### src/rtl/wb_rr_arbiter.sv
// Round-robin Wishbone arbiter: N masters share one slave port.
// A watchdog aborts any bus cycle in which the slave stops acking.
module wb_rr_arbiter #(
   parameter int WORD    = 16,
   parameter int MASTERS = 2,
   parameter int TIMEOUT = 15
) (
   input  logic                      clk_i,
   input  logic                      rst_i,
   input  logic [MASTERS-1:0]        m_cyc_i,
   input  logic [MASTERS-1:0]        m_stb_i,
   input  logic [MASTERS-1:0]        m_we_i,
   input  logic [MASTERS*WORD/8-1:0] m_sel_i,
   input  logic [MASTERS*WORD-1:0]   m_dat_i,
   output logic [MASTERS-1:0]        m_ack_o,
   output logic [MASTERS-1:0]        m_err_o,
   output logic [WORD-1:0]           m_dat_o,
   output logic                      s_cyc_o,
   output logic                      s_stb_o,
   output logic                      s_we_o,
   output logic [WORD/8-1:0]         s_sel_o,
   output logic [WORD-1:0]           s_dat_o,
   input  logic                      s_ack_i,
   input  logic [WORD-1:0]           s_dat_i,
   output logic [MASTERS-1:0]        gnt_o,
   output logic                      busy_o
);

   localparam int AW = (MASTERS > 1) ? $clog2(MASTERS) : 1;
   localparam int WW = $clog2(TIMEOUT + 1);
   localparam int SW = WORD / 8;

   localparam logic [1:0] S_IDLE  = 2'd0;
   localparam logic [1:0] S_OWNED = 2'd1;
   localparam logic [1:0] S_ABORT = 2'd2;

   localparam logic [MASTERS-1:0] ONE = {{(MASTERS-1){1'b0}}, 1'b1};

   logic [1:0]         r_state;
   logic [AW-1:0]      r_owner;
   logic [AW-1:0]      r_ptr;
   logic [MASTERS-1:0] r_gnt;
   logic [MASTERS-1:0] r_err;
   logic [WW-1:0]      r_wdt;

   logic               w_found;
   logic [AW-1:0]      w_win;
   logic [AW:0]        w_idx;
   logic               w_cyc;
   logic               w_stb;
   logic               w_we;
   logic [SW-1:0]      w_sel;
   logic [WORD-1:0]    w_dat;
   logic               w_own;
   logic               w_stall;
   logic               w_wdt_hit;
   logic [AW-1:0]      w_nxt_ptr;
   logic [MASTERS-1:0] w_own_oh;
   logic [MASTERS-1:0] w_win_oh;

   // Scan ptr, ptr+1, ... modulo MASTERS; first requester wins.
   always_comb begin
      w_found = 1'b0;
      w_win   = '0;
      w_idx   = '0;
      for (int i = 0; i < MASTERS; i++) begin
         w_idx = {1'b0, r_ptr} + (AW+1)'(i);
         if (w_idx >= (AW+1)'(MASTERS))
            w_idx = w_idx - (AW+1)'(MASTERS);
         if (!w_found && m_cyc_i[w_idx[AW-1:0]]) begin
            w_found = 1'b1;
            w_win   = w_idx[AW-1:0];
         end
      end
   end

   always_comb begin
      w_cyc = 1'b0;
      w_stb = 1'b0;
      w_we  = 1'b0;
      w_sel = '0;
      w_dat = '0;
      for (int k = 0; k < MASTERS; k++) begin
         if (r_owner == AW'(k)) begin
            w_cyc = m_cyc_i[k];
            w_stb = m_stb_i[k];
            w_we  = m_we_i[k];
            w_sel = m_sel_i[k*SW +: SW];
            w_dat = m_dat_i[k*WORD +: WORD];
         end
      end
   end

   assign w_own     = |r_gnt;
   assign w_own_oh  = ONE << r_owner;
   assign w_win_oh  = ONE << w_win;
   assign w_stall   = w_stb & ~s_ack_i;
   assign w_wdt_hit = (r_wdt == WW'(TIMEOUT - 1));
   assign w_nxt_ptr = (r_owner == AW'(MASTERS - 1)) ?
                      '0 : r_owner + 1'b1;

   assign s_cyc_o = w_own & w_cyc;
   assign s_stb_o = w_own & w_stb;
   assign s_we_o  = w_own & w_we;
   assign s_sel_o = w_own ? w_sel : '0;
   assign s_dat_o = w_own ? w_dat : '0;
   assign m_ack_o = w_own ? (w_own_oh & {MASTERS{s_ack_i}}) : '0;
   assign m_err_o = r_err;
   assign m_dat_o = s_dat_i;
   assign gnt_o   = r_gnt;
   assign busy_o  = (r_state != S_IDLE);

   always_ff @(posedge clk_i or negedge rst_i) begin
      if (!rst_i) begin
         r_state <= S_IDLE;
         r_owner <= '0;
         r_ptr   <= '0;
         r_gnt   <= '0;
         r_err   <= '0;
         r_wdt   <= '0;
      end else begin
         r_err <= '0;
         case (r_state)
            S_IDLE: begin
               if (w_found) begin
                  r_state <= S_OWNED;
                  r_owner <= w_win;
                  r_gnt   <= w_win_oh;
                  r_wdt   <= '0;
               end
            end
            S_OWNED: begin
               if (!w_cyc) begin
                  r_state <= S_IDLE;
                  r_gnt   <= '0;
                  r_ptr   <= w_nxt_ptr;
                  r_wdt   <= '0;
               end else if (w_stall && w_wdt_hit) begin
                  r_state <= S_ABORT;
                  r_gnt   <= '0;
                  r_err   <= w_own_oh;
                  r_wdt   <= '0;
               end else if (w_stall) begin
                  r_wdt <= r_wdt + 1'b1;
               end else begin
                  r_wdt <= '0;
               end
            end
            S_ABORT: begin
               if (!w_cyc) begin
                  r_state <= S_IDLE;
                  r_ptr   <= w_nxt_ptr;
               end
            end
            default: begin
               r_state <= S_IDLE;
               r_gnt   <= '0;
            end
         endcase
      end
   end

endmodule

### config.mk
export PLATFORM = sky130hd
export DESIGN_NAME = wb_rr_arbiter
export DESIGN_NICKNAME = d
export VERILOG_FILES = /design/src/rtl/wb_rr_arbiter.sv
export SDC_FILE = /design/constraint.sdc
export NUM_CORES = 1
export LEC_CHECK = 0
export ABC_AREA = 0
export CORE_ASPECT_RATIO = 1.75
export CORE_MARGIN = 8
export CORE_UTILIZATION = 32
export CTS_BUF_LIST = sky130_fd_sc_hd__clkbuf_8
export DETAILED_ROUTE_END_ITERATION = 6
export PLACE_DENSITY = 0.88
export SETUP_SLACK_MARGIN = 0.1
export SYNTH_ARGS = -nofsm -noshare
export SYNTH_HDL_FRONTEND = slang
export SYNTH_SLANG_ARGS = --single-unit
export TNS_END_PERCENT = 20
### constraint.sdc
create_clock -name clk_i -period 2.1 [get_ports clk_i]
set_input_delay 0.63 -clock clk_i [delete_from_list [all_inputs] [get_ports clk_i]]
set_output_delay 0.63 -clock clk_i [all_outputs]
set_load 0.05 [all_outputs]
# Yosys cells after proc, flatten, opt, wreduce, memory -nomap -nowiden

Cells that the tools add are included.
W data, S select, Z words.

Input bits: 61
Word-level logic and storage cells: 80
Register bits after elaboration: 12
Output and inout port bits: 44

Shift-type cells: 2
$add $sub $neg: 5
Order comparisons: 4
Muxes and demuxes: 36
Equal/unequal tests: 6
Bitwise operators: 8
Reductions and logical operators: 13

Operators with widths:

| cell                  | count |
|---|---|
| $mux W16              | 2 |
| $mux W2               | 13 |
| $mux W4               | 4 |
| $mux W1               | 14 |
| $pmux W2 S3           | 2 |
| $pmux W4 S2           | 1 |
| $reduce_and A2 Y1     | 3 |
| $reduce_and A3 Y1     | 2 |
| $add A4 B1 Y4 const B | 1 |
| $and A1 B1 Y1         | 4 |
| $eq A4 B4 Y1 const B  | 1 |
| $lt A1 B2 Y1 const B  | 2 |
| $ne A2 B2 Y1 const B  | 2 |
| $reduce_bool A2 Y1    | 2 |
| $reduce_or A2 Y1      | 2 |
| $shl A1 B1 Y2 const A | 2 |
| $ne A3 B3 Y1 const B  | 1 |
| $not A1 Y1            | 3 |
| $add A1 B1 Y2 const B | 1 |
| $and A2 B2 Y2         | 1 |
| $eq A2 B1 Y1 const B  | 1 |
| $eq A2 B2 Y1 const B  | 1 |
| $ge A1 B2 Y1 const B  | 1 |
| $ge A2 B2 Y1 const B  | 1 |
| 5 further kinds       | 7 |

# Logic depth before layout (Yosys ltp)

Gate-level depths: netlist of the first run.

Depth after elaboration: 11
Depth in mapped cells: 6

# Worst setup path before layout of the first run

Ideal clock, no wire load.

Kind: register -> output
From: register r_gnt[1] (netlist: gnt_o[1])
To: output port m_ack_o[0]
Slack: -0.504 ns
Arrival: 1.974 ns
Cell stages (with the launch flop): 3
Buffers on the path: 0
Data required time: 1.470 ns
Path through: dfrtp_1 > nor2_1 > nor3b_1

Word-level cells in the longest chain between the ends: 2

RTL lines:

| what                     | line | source |
|---|---|---|
| start: declaration       | 42   | `logic [MASTERS-1:0] r_gnt;` |
| start signal: assignment | 128  | `r_gnt <= w_win_oh;` |
| $reduce_or A2 Y1         | 94   | `assign w_own = \|r_gnt;` |
| $mux W2                  | 107  | `assign m_ack_o = w_own ? (w_own_oh & {MASTERS{s_ack_i}}) : '0;` |
| end: declaration         | 15   | `output logic [MASTERS-1:0] m_ack_o,` |

Every way passes these cells.

# Worst setup path after layout of the first run

From: input port m_dat_i[26]
To: output port s_dat_o[10]

Word-level cells in the longest chain between the ends: 2

RTL lines:

| what               | line | source |
|---|---|---|
| start: declaration | 14   | `input logic [MASTERS*WORD-1:0] m_dat_i,` |
| $mux W16           | 84   | `if (r_owner == AW'(k)) begin` |
| $mux W16           | 106  | `assign s_dat_o = w_own ? w_dat : '0;` |
| end: declaration   | 22   | `output logic [WORD-1:0] s_dat_o,` |

Every way passes these cells.

==> impl_results.md, run 1 <==
* GP Congestion at 0.751
* PortBufs at 72
* Fmax at 0.478 GHz
* Vias in the first global route at 1,571
* Post-Synthesis Cell Area at 1150 um^2
* Cell variety after synth at 31
* Final ANT Viol Nets at 0
* Setup violators final at 0
* Overall routing resource usage at 0.168
* Post-layout min period at 2.09 ns
* Count of state elements after synthesis at 12
* Vias per std cell at 5.17
* Slew Viols, Final at 0
* TritonCTS clock tree: yes
* CTS root buf: clkbuf_8
* Max-slew headroom at 0.650
* Setup Slack @ Placement at -0.145 ns
* Global-route wire length before repair at 7380 um
* Total power at 4.23 mW
* Clock Path Buffers at 2
* Final core utilization at 0.724
* Cts bufs inserted at 3
* Die X at 61.2 um
* Largest net degree at the start of global routing at 15
* DR pass1 iterations at 4
* Part of the cycle the worst path needs at 0.996
* Register area share after synthesis at 0.262
* Core area at 3520 um^2
* Post-Syn Nets at 199
* Synth warn at 0
* Worst hold path type: reg -> reg
* Crit path launch type: primary input
* CTS Sinks at 12
* Final Skew at 0.00601 ns
* Worst-path clk slew at 0.06 ns
* FF-to-FF path depth at 6
* Area grow syn2layout at 122%
* Critical-path maximum fanout at 1
* Num ports at 105
* Site row count at 29
* Grt ovf at 0
* Syn Inst Count at 133
* Pwr Density at 1660 nW/um^2
* Hold Path Depth at 1
* Final Hold Viols at 0
* Setup_tns at 0 ns
* DRT iter0 DRCs at 30
* Layout cells sized above 1 at 0.483
* Detailed Place HPWL at 3510 um
* Starting Density at 0.326
* Final-stage net count at 270
* Leak pwr at 1.22 nW
* Setup crit end kind: primary output
* Required time worst endpoint at 1.47 ns
* Routed via count at 1,293
* Worst Slack Setup Final at 0.00822 ns
* Peak ir drop on the vdd network at 1.19 mV
* Hold_buf cts at 0
* CP arrival at 1.46 ns
* Drt wl/cell at 19.2 um
* Inst Count DP at 241
* Die ar. at 5830 um^2
* Initial antenna violation count at 1
* Outcome: completed
* Final wirelength at 4810 um
* Die height at 95.2 um
* Post-Syn Area per Cell at 8.62 um^2
* Worst setup path class: in -> out
* H-tree Lvls at 1
* Final Non-Filler Cells at 250
* Clk Latency, worst-skew pair at 0.25 ns
* # DRC at 0
* Max-cap violations at 0
* Slew @ Worst Pin at 0.524 ns
* RSZ-0062 raised after global routing: true
-- repair_timing --
| action | CTS | global route |
|---|---|---|
| pin swaps | 2 | 3 |
| cloned | 1 | 0 |
| resized for setup | 40 | 28 |
| buffers inserted | 1 | 2 |
| endpoints found under the setup margin | 23 | 24 |
-- sequential cells by signal, summed over array words and instances (netlist names) --
name / count
r_state: 2
r_ptr: 1
r_wdt: 4
r_owner: 1
gnt_o: 2
m_err_o: 2
-- where the power goes --
group          switching, mW  leakage (nW)  total (mW)  internal (mW)
Sequential            0.0771         0.153       0.367          0.290
Clock                 0.0939        0.0288       0.260          0.166
Combinational           1.91          1.04        3.60           1.69
-- kinds of logic (layout without fill, tap and decap cells) --
group / Yosys count / count (layout) / synth area share
flip-flops: 12 / 12 / 0.262
AO/OA/AOI/OAI: 23 / 23 / 0.152
buffers and inverters: 29 / 99 / 0.155
AND/OR/NAND/NOR: 43 / 43 / 0.186
multiplexers: 21 / 21 / 0.191
adder cells (fa/ha/maj): 5 / 5 / 0.0546
other: 0 / 1 / 0
-- routing by layer --
metal,vias to the layer above,part of all wire,GRT usage
met5,-,0,0
met4,0,0.030,0.0939
met3,15,0.10,0.0730
met2,80,0.52,0.297
met1,607,0.35,0.150
li1,591,-,-
-- cell usage in the layout (no fill, tap or decap), drive strengths merged --
master and n:
o2111a 1, buf 44, a21oi 7, dlymetal6s2s 20, clkdlybuf4s50 4, ha 5, a21o 1, and3b 1
a211o 1, nor3b 3, a22o 2, o311ai 1, diode 1, dfrtp 12, nor4 1, nand2 6
nand4b 1, and2 1, mux2 1, clkbuf 4, nor2b 2, nand3 2, a41o 1, o21bai 2
o211ai 2, mux2i 20, dlygate4sd2 20, o21ai 4, nor2 24, nor3 2, a211oi 1, inv 7
-- layout make-up --
class / instances / area, um^2
repair buffers: 88 / 1150
fillers: 227 / 971
multi-input cells: 92 / 955
flip-flops and latches: 12 / 304
well taps: 46 / 57.6
clock buffers: 4 / 55.1
inverters: 7 / 26.3
diodes: 1 / 2.50
-- Yosys cell counts --
cell type  number  area [um^2]
nand3_1         2         10.0
buf_6           1         11.3
nor3_1          2         10.0
o21ai_0         4         20.0
buf_2           1         5.00
a21o_1          1         7.51
mux2i_1        19          190
o2111a_1        1         11.3
a211oi_1        1         7.51
nand4b_4        1         23.8
o21bai_1        2         15.0
and3b_1         1         8.76
mux2i_2         1         13.8
clkbuf_1        4         15.0
nor2b_1         2         12.5
inv_1           7         26.3
mux2_4          1         15.0
nor3b_1         3         22.5
a41o_1          1         10.0
and2_1          1         6.26
a21oi_1         7         35.0
nand2_1         6         22.5
a211o_1         1         8.76
dfrtp_1        12          300
nor2_1         24         90.1
ha_1            5         62.6
o211ai_1        2         15.0
nor4_1          1         6.26
o311ai_4        1         26.3
buf_4          16          120
a22o_1          2         17.5
-- path summary, 6_finish.rpt --
check	end	slack [ns]	start
max	s_dat_o[10]	0.008	m_dat_i[26]
min	r_wdt[2]$_DFFE_PN0P_	0.54	r_wdt[2]$_DFFE_PN0P_
max reg2reg	gnt_o[1]$_DFFE_PN0P_	0.26	r_owner$_DFFE_PN0P_
min reg2reg	r_wdt[2]$_DFFE_PN0P_	0.54	r_wdt[2]$_DFFE_PN0P_
max in group asynchronous	gnt_o[0]$_DFFE_PN0P_	0.99	rst_i
min in group asynchronous	r_wdt[2]$_DFFE_PN0P_	0.72	rst_i
-- worst max-delay path: stages --
cell and delay [ns]:
clkdlybuf4s50_1 0.42, mux2i_2 0.21, nor2_4 0.06, buf_12 0.14
-- stage by stage --
stage	hold slack [ns]	instance area (um^2)
final	0.544	2550
after global routing	0.564	2550
after CTS	0.542	2430
after detailed placement	0.533	2280
after global placement	0.517	2280
after floorplan	0.334	1330
Power figures use the tool's default switching activity.
==> inputs of run 2 (changes only) <==
--- a/config.mk
+++ b/config.mk
@@ -8,10 +8,11 @@
 export ABC_AREA = 0
 export CORE_ASPECT_RATIO = 1.75
 export CORE_MARGIN = 8
-export CORE_UTILIZATION = 32
+export CORE_UTILIZATION = 29
 export CTS_BUF_LIST = sky130_fd_sc_hd__clkbuf_8
 export DETAILED_ROUTE_END_ITERATION = 6
-export PLACE_DENSITY = 0.88
+export HOLD_SLACK_MARGIN = 0.03
+export PLACE_DENSITY = 0.85
 export SETUP_SLACK_MARGIN = 0.1
 export SYNTH_ARGS = -nofsm -noshare
 export SYNTH_HDL_FRONTEND = slang
==> constraint.sdc (replaced) <==
create_clock -name clk_i -period 1.9 [get_ports clk_i]
set_input_delay 0.57 -clock clk_i [delete_from_list [all_inputs] [get_ports clk_i]]
set_output_delay 0.57 -clock clk_i [all_outputs]
set_load 0.05 [all_outputs]
==> run 2 against run 1 <==
  * The run now ends with negative setup slack left
  * Clock skew shrank 0.0027 ns
  * Final cell count grew 3.6%
  * Critical path depth did not move
  * Flip-flop and latch count unchanged
  * Largest cell class unchanged
  * Highest routed layer unchanged
==> impl_results.md, run 2 (synthesized netlist as in run 1, its figures left out) <==
* Outcome: finished, violations left
* Failing checks: negative setup slack
* Worst setup path class: reg -> out
* Part of the cycle the worst path needs at 1.07
* Total power at 5.00 mW (+18%)
* Final core utilization at 0.689 (-0.0356)
* Worst Slack Setup Final at -0.142 ns (-0.150 ns)
* Max-slew headroom at 0.635 (-0.0142)
* Hold Startpoint: r_wdt[2]$_DFFE_PN0P_
* Overall routing resource usage at 0.164 (-0.00358)
* Grt ovf at 0 (unchanged)
* Fmax at 0.490 GHz
* RSZ-0062 raised after global routing: true
* Final ANT Viol Nets at 0 (unchanged)
* Drt wl/cell at 21.4 um (+11%)
* Area after DPL at 2320 um^2 (+1.7%)
* Crit path launch type: register
* Routed length on met1 at 1900 um (+12%)
* Final wirelength at 5550 um (+15%)
* Hold_buf cts at 0 (unchanged)
* Max FFs per register at 4 (unchanged)
* Setup_tns at -1.81 ns (-1.81 ns)
* DR pass1 iterations at 4 (unchanged)
* Max-cap violations at 0 (unchanged)
* Vias per std cell at 5.14 (-0.56%)
* Commonest non-fill, non-tap cell in the layout: buf_12
* TritonCTS clock tree: yes
* Slew Viols, Final at 0 (unchanged)
* DRT iter0 DRCs at 30 (unchanged)
* Vias in the first global route at 1,582 (+0.70%)
* Required time worst endpoint at 1.33 ns (-0.14 ns)
* Global-route wire length before repair at 8310 um (+13%)
* Setup violators final at 25 (+25)
* Design area at 2640 um^2 (+3.4%)
* CTS Sinks at 12 (unchanged)
* Cts bufs inserted at 3 (unchanged)
* Fill cell total of the finished layout at 244 (+7.5%)
* Slew @ Worst Pin at 0.545 ns (+0.0213 ns)
* Final Hold Viols at 0 (unchanged)
* Leak pwr at 1.18 nW (-3.5%)
* Detailed Place HPWL at 3700 um (+5.5%)
* CP arrival at 1.47 ns (about the same)
* Met2 Wirelength at 3090 um (+25%)
* CTS root buf: clkbuf_8
* Die height at 99.2 um (+4.2%)
* Met3 routed WL at 476 um (-2.1%)
* Initial antenna violation count at 1 (unchanged)
* Critical-path maximum fanout at 14 (+13)
* Clock Path Buffers at 2 (unchanged)
* Clk Latency, worst-skew pair at 0.25 ns (about the same)
* H-tree Lvls at 1 (unchanged)
* Starting Density at 0.299 (-0.0263)
* Post-layout min period at 2.04 ns
* Setup crit end kind: primary output
* Most frequent cells in the layout: 28 x buf_12, 23 x clkdlybuf4s50_1, 21 x nor2_4
* PortBufs at 72 (unchanged)
* Area grow syn2layout at 130%
* Peak ir drop on the vdd network at 1.38 mV (+16%)
* GP Congestion at 0.829 (+10%)
* Die X at 63.5 um (+3.7%)
* Register area at 304 um^2 (unchanged)
* Core area at 3830 um^2 (+8.8%)
* Routed via count at 1,332 (+3.0%)
* Multi-input gate area at 938 um^2 (-1.7%)
* Die ar. at 6300 um^2 (+8.1%)
* Site row count at 30 (+3.4%)
* Pwr Density at 1900 nW/um^2 (+14%)
* Max layer used: met4
* Final-stage net count at 277 (+2.6%)
* Largest net degree at the start of global routing at 15 (unchanged)
* Top reg by flops: r_wdt
* Worst hold path type: reg -> reg
* # DRC at 0 (unchanged)
* Worst-path clk slew at 0.06 ns (about the same)
* Num ports at 105 (unchanged)
* Final Skew at 0.00332 ns (-0.00268 ns)
* FF-to-FF Start: r_owner$_DFFE_PN0P_
* Layout cells sized above 1 at 0.505 (+0.0220)
* Critical path origin: r_owner$_DFFE_PN0P_
## run 2: path summary, 6_finish.rpt
check	endpoint	slack [ns]	cells past startpoint
setup / recovery	s_cyc_o	-0.14	4
hold / removal	r_wdt[2]$_DFFE_PN0P_	0.55	1
setup reg to reg	gnt_o[1]$_DFFE_PN0P_	-0.03	7
hold reg to reg	r_wdt[2]$_DFFE_PN0P_	0.55	1
max in group asynchronous	gnt_o[0]$_DFFE_PN0P_	0.83	1
min in group asynchronous	r_ptr$_DFFE_PN0P_	0.68	1
## run 2: per-stage QoR
step	std cells	hold WS [ns]	setup slack, ns
after detailed placement	246	0.530	-0.231
after floorplan	133	0.274	0.0138
after CTS	256	0.542	-0.103
after global placement	246	0.519	-0.227
final	259	0.553	-0.142
after global routing	259	0.565	-0.156
## run 2: layer usage
layer / vias to the layer above / track usage
met4: 0 / 0.0501
met3: 11 / 0.0541
met5: - / 0
met1: 635 / 0.158
met2: 84 / 0.316
li1: 602 / -
## run 2: area by class of cell
| class | instances | area share |
|---|---|---|
| inverters | 7 | 0.00997 |
| flip-flops and latches | 12 | 0.115 |
| repair buffers | 95 | 0.474 |
| multi-input cells | 92 | 0.356 |
| well taps | 48 | 0.0228 |
| diodes | 1 | 0.000949 |
| clock buffers | 4 | 0.0209 |
## run 2: where the power goes
group	switching, mW	leakage, nW	internal (mW)
Sequential	0.0800	0.153	0.321
Clock	0.102	0.0288	0.184
Combinational	2.23	0.998	2.09
## run 2: timing repair
action / 4_1_cts / 5_1_grt
buffers inserted: 4 / 1
pin swaps: 4 / 4
setup endpoints to repair: 29 / 31
gates cloned: 2 / 1
resized for setup: 31 / 18
## run 2: worst max-delay path, cell delays in order (launching register included)
cell and delay, ns:
dfrtp_2 0.44, buf_12 0.17, mux2_4 0.33, nor2b_4 0.14, buf_12 0.14
==> inputs of run 3 (changes only) <==
--- a/config.mk
+++ b/config.mk
@@ -9,7 +9,8 @@
 export CORE_ASPECT_RATIO = 1.75
 export CORE_MARGIN = 8
 export CORE_UTILIZATION = 29
-export CTS_BUF_LIST = sky130_fd_sc_hd__clkbuf_8
+export CTS_BUF_LIST = sky130_fd_sc_hd__clkbuf_2 sky130_fd_sc_hd__clkbuf_4 sky130_fd_sc_hd__clkbuf_8
+export CTS_CLUSTER_SIZE = 30
 export DETAILED_ROUTE_END_ITERATION = 6
 export HOLD_SLACK_MARGIN = 0.03
 export PLACE_DENSITY = 0.85
==> results of run 3 <==
No change in the layout: final DEF, timing and power equal those of run 2.
